File: config.mk
export PLATFORM = sky130hd
export DESIGN_NAME = streaming_saturating_integrator
export DESIGN_NICKNAME = d
export VERILOG_FILES = /design/src/rtl/integrator_pkg.sv /design/src/rtl/sat_adder.sv /design/src/rtl/streaming_saturating_integrator.sv
export SDC_FILE = /design/constraint.sdc
export NUM_CORES = 1
export LEC_CHECK = 0
export ABC_AREA = 1
export BUFFER_PORTS_ARGS = -buffer_cell sky130_fd_sc_hd__buf_2
export CORE_UTILIZATION = 56
export DETAILED_ROUTE_END_ITERATION = 16
export HOLD_SLACK_MARGIN = 0.1
export PLACE_DENSITY = 0.82
export SYNTH_ARGS = -nofsm -noshare
export SYNTH_HDL_FRONTEND = slang
export SYNTH_SLANG_ARGS = --single-unit
export TNS_END_PERCENT = 20
File: constraint.sdc
create_clock -name clk -period 5.4 [get_ports clk]
set_input_delay 1.08 -clock clk [delete_from_list [all_inputs] [get_ports clk]]
set_output_delay 1.08 -clock clk [all_outputs]
set_load 0.02 [all_outputs]
File: src/rtl/integrator_pkg.sv
// integrator_pkg: shared FSM state type and signed saturation bounds for the neuron integrator
package integrator_pkg;
  typedef enum logic [1:0] {IDLE, INTEGRATE, LEAK, DONE} state_t;
  function automatic int sat_max(input int p);
    return (1 << (p - 1)) - 1;
  endfunction
  function automatic int sat_min(input int p);
    return -(1 << (p - 1));
  endfunction
endpackage

File: src/rtl/sat_adder.sv
// sat_adder: P-bit signed add computed at P+1 bits, clamped (SATURATE=1) or wrapped (SATURATE=0)
// Ports: a, b signed addends; sum result; sat high when the result was clamped.
module sat_adder
  import integrator_pkg::*;
#(
  parameter int P        = 9,
  parameter int SATURATE = 1
) (
  input  logic [P-1:0] a,
  input  logic [P-1:0] b,
  output logic [P-1:0] sum,
  output logic         sat
);
  localparam logic [P-1:0] MAXV = P'(sat_max(P));
  localparam logic [P-1:0] MINV = P'(sat_min(P));
  logic [P:0] wide;
  logic       ovf;
  always_comb begin
    wide = {a[P-1], a} + {b[P-1], b};
    ovf  = wide[P] ^ wide[P-1];
    sat  = (SATURATE != 0) && ovf;
    sum  = sat ? (wide[P] ? MINV : MAXV) : wide[P-1:0];
  end
endmodule

File: src/rtl/streaming_saturating_integrator.sv
// streaming_saturating_integrator: accumulates a stream of signed weights plus one leak onto a start potential
// Ports: start_* neuron handshake (potential, leak, empty); wt_* weight stream with last;
//        out_* result handshake with potential, beat count, sticky saturation and length-error flags.
module streaming_saturating_integrator
  import integrator_pkg::*;
#(
  parameter int  WEIGHT_WIDTH    = 9,
  parameter int  POTENTIAL_WIDTH = 9,
  parameter int  LEAK_WIDTH      = 9,
  parameter int  NUM_AXONS       = 256,
  parameter int  SATURATE        = 1,
  localparam int CW              = $clog2(NUM_AXONS + 1)
) (
  input  logic                       clk,
  input  logic                       reset,
  input  logic                       start_valid,
  output logic                       start_ready,
  input  logic [POTENTIAL_WIDTH-1:0] start_potential,
  input  logic [LEAK_WIDTH-1:0]      start_leak,
  input  logic                       start_empty,
  input  logic                       wt_valid,
  output logic                       wt_ready,
  input  logic [WEIGHT_WIDTH-1:0]    wt_data,
  input  logic                       wt_last,
  output logic                       out_valid,
  input  logic                       out_ready,
  output logic [POTENTIAL_WIDTH-1:0] out_potential,
  output logic [CW-1:0]              out_count,
  output logic                       out_sat,
  output logic                       out_len_err
);
  localparam int P = POTENTIAL_WIDTH;
  state_t         state, next;
  logic [P-1:0]   acc, leak, sum, addend;
  logic [CW-1:0]  count;
  logic           sat, err, add_sat, start_fire, beat, at_max;
  always_comb begin
    start_fire = state == IDLE && start_valid;
    beat       = state == INTEGRATE && wt_valid;
    at_max     = count == CW'(NUM_AXONS - 1);
    addend     = state == LEAK ? leak : P'($signed(wt_data));
    next       = state;
    if (start_fire) next = start_empty ? LEAK : INTEGRATE;
    if (beat && (wt_last || at_max)) next = LEAK;
    if (state == LEAK) next = DONE;
    if (state == DONE && out_ready) next = IDLE;
  end
  always_ff @(posedge clk)
    if (reset) state <= IDLE;
    else state <= next;
  sat_adder #(.P(P), .SATURATE(SATURATE)) u_add (
    .a  (acc),
    .b  (addend),
    .sum(sum),
    .sat(add_sat)
  );
  always_ff @(posedge clk) begin
    if (reset) begin
      acc   <= '0;
      leak  <= '0;
      count <= '0;
      sat   <= 1'b0;
      err   <= 1'b0;
    end else begin
      if (start_fire) begin
        acc   <= start_potential;
        leak  <= P'($signed(start_leak));
        count <= '0;
        sat   <= 1'b0;
        err   <= 1'b0;
      end
      if (beat || state == LEAK) begin
        acc <= sum;
        sat <= sat | add_sat;
      end
      if (beat) begin
        count <= count + 1'b1;
        err   <= err | (!wt_last && at_max);
      end
    end
  end
  assign start_ready   = state == IDLE;
  assign wt_ready      = state == INTEGRATE;
  assign out_valid     = state == DONE;
  assign out_potential = acc;
  assign out_count     = count;
  assign out_sat       = sat;
  assign out_len_err   = err;
endmodule
==> run_results.csv <==
group,metric,value,unit
run_status,status,"finished, final reports clean",
place,place_congestion,0.863,
logic_synthesis,synth_warnings,0,
place,dp_hpwl,3540,µm
floorplanning,die_area,3910,µm²
logic_synthesis,ys_seq_elements,31,
timing,rsz0062_at_grt,"no",
final_layout,final_common_cell,"nand2_1",
floorplanning,fp.dieH,62.5,µm
logic_synthesis,ys_seq_area_share,30.2,%
final_layout,drive_gt1_share,33.0,%
hold_path,hp-class,"flop to flop",
logic_synthesis,async_flop_share,0,%
run,drv_cap,0,
clocking,clkLatencyLatePin,350,ps
route,met3WireLength,292,µm
critical_path,cp_top_family,"simple AND/OR/NAND/NOR gates",
logic_synthesis,synth_flop_cell,"dfxtp_1",
timing,worstMarginPinSlew,532,ps
global_route,grt_pass1_wl,8120,µm
route,via_per_inst,5.19,
clocking,cts-root-buf,"clkbuf_4",
route,wl_met1,2190,µm
critical_path,worstSetupStartpoint,"state[0]",
global_route,grt_antenna_before_repair,0,
critical_path,crit_fanout,11,
timing,max_freq,0.329,GHz
clocking,clkTransAtPathRegs,110,ps
timing,fin_worst_skew,14.9,ps
final_layout,area_growth,17.4,%
clocking,cts_hold_buf,0,
route,routed_wl,4610,µm
clocking,post-cts-setup-buffer-count,0,
critical_path,path_cells,"inv_2 > nand2_1 > mux2_2 > ha_1 > fa_1 > nand3_1 > nand3_2 > nand2_1 > nand3_1 > nand2_2 > inv_2 > a21oi_4 > nand2_1 > nand2_1 > a21oi_2",
critical_path,path_class,"flop to flop",
final_layout,antennaDiodeCount,0,
floorplanning,initial_core_util,60.1,%
clocking,cts_buffer_depth,2,
route,wl_met2,2060,µm
route,vias,1998,
critical_path,worstPathArrival,3290,ps
timing,drv_slew,0,
clocking,cts_sinks,31,
global_route,grt-ovfl-total,0,
route,drt_first_pass_iters,4,
timing,finalCritPeriodShare,56.4,%
route,drt_iter0_drc,85,
route,drc,0,
logic_synthesis,netlist_area,2050,µm²
floorplanning,fp-row-count,21,
logic_synthesis,synth_nets,329,
timing,slew_headroom,64.5,%
critical_path,crit_buf_inv,2,
critical_path,crit_path_end_kind,"flop",
timing,finalSetupTns,0,ps
timing,hold_viol_final,0,
timing,setup_viol,0,
timing,hold_ws,487,ps
logic_synthesis,syn_area_per_cell,7.25,µm²
route,top_layer,"met4",
timing,period_needed,3040,ps
critical_path,worst_ep_required_time,5640,ps
clocking,htree_levels,2,
clocking,cts_tree,"done",
pwr,powerDensity,325,nW/µm²
logic_synthesis,postSynthCellCount,283,
global_route,grt_use_total,26.4,%
logic_synthesis,ys_types,36,
route,antenna_left,0,
place,port_buffers,56,
hold_path,hold_start,"leak[6]",
final_layout,final_cell_mix,"nand2_1, buf_2, dfxtp_1",
final_layout,final_nets,385,
critical_path,cp_slowest_cell,"dfxtp_1",
critical_path,start_kind,"flop",
pwr,max-vdd-ir-drop,0.167,mV
floorplanning,die_w,62.5,µm
global_route,grt_pass1_vias,1843,
clocking,postCtsResizedCells,0,
critical_path,cp_common_cell,"nand2_1",
critical_path,critical-path-max-stage-delay,420,ps
floorplanning,core,3420,µm²
route,post_drt_wl_per_cell,12.0,µm
critical_path,worstReg2RegStart,"state[0]",
clocking,cts_buffers,5,
floorplanning,num_io_pins,57,
global_route,grt_max_degree,21,
logic_synthesis,synth-edff-count,0,
pwr,cellLeakagePower,1.23,nW
## path summary, 6_finish.rpt
kind | to | slack [ps] | cells after the start
min | leak[6] | 490 | 2
max reg2reg | out_potential[2] | 2360 | 15
max | out_potential[2] | 2360 | 15
min reg2reg | leak[6] | 490 | 2
## area by class of cell
type,count,area [µm²]
Clock buffer,6,51.3
Clock inverter,1,5.00
Fill cell,291,1010
Inverter,30,113
Multi-Input combinational cell,215,1280
Sequential cell,31,621
Tap cell,46,57.6
Timing Repair Buffer,56,280
## sequential cells by signal, indices dropped and copies added (netlist names)
register / flops
state: 2
leak: 9
out_len_err: 1
out_count: 9
out_sat: 1
out_potential: 9
## power breakdown
| part | switching, W | internal (W) |
|---|---|---|
| clock network | 0.0000829 | 0.0000602 |
| registers | 0.0000204 | 0.000255 |
| logic | 0.000231 | 0.000134 |
| total | 0.000334 | 0.000449 |
## cells in the mapped netlist (6+ instances only)
cell type	count	area [µm²]
a21oi_2	8	70.1
mux2_2	9	101
or2_2	6	37.5
inv_1	23	86.3
o21ai_0	21	105
nand2_1	72	270
nand3_1	8	40.0
ha_1	11	138
nor2_1	25	93.8
a21oi_1	12	60.1
inv_2	7	26.3
dfxtp_1	31	621
## kinds of logic after synthesis
kind of cell | synth area share, %
AO/OA/AOI/OAI | 16.5
XOR/XNOR | 2.56
multiplexers | 4.94
AND/OR/NAND/NOR | 30.8
buffers and inverters | 7.26
adder cells (fa/ha/maj) | 7.68
flip-flops | 30.2
## per-stage QoR
stage	worst slack [ps]	instances	area (µm²)	total power (W)	util, %
CTS	2360	385	2410	0.000783	70.5
floorplan	2450	283	2050	0.000564	-
global placement	2230	378	2350	0.000637	68.9
finish	2360	385	2410	0.000783	70.5
global route	2080	385	2410	0.000848	70.5
detailed placement	2130	378	2350	0.000641	68.9
## per-layer routing
layer | global-route usage [%] | up-vias
met2 | 40.6 | 62
li1 | - | 1036
met3 | 5.84 | 8
met4 | 9.30 | 0
met1 | 36.0 | 892
met5 | 0 | -
## worst reg2reg max path: stages, from the launching register on
cell and delay, ps:
dfxtp_1 420, inv_2 70, nand2_1 340, mux2_2 420
ha_1 230, fa_1 410, nand3_1 120, nand3_2 100
nand2_1 100, nand3_1 80, nand2_2 120, inv_2 60
a21oi_4 240, nand2_1 80, nand2_1 90, a21oi_2 50
(Power assumes the default switching activity.)
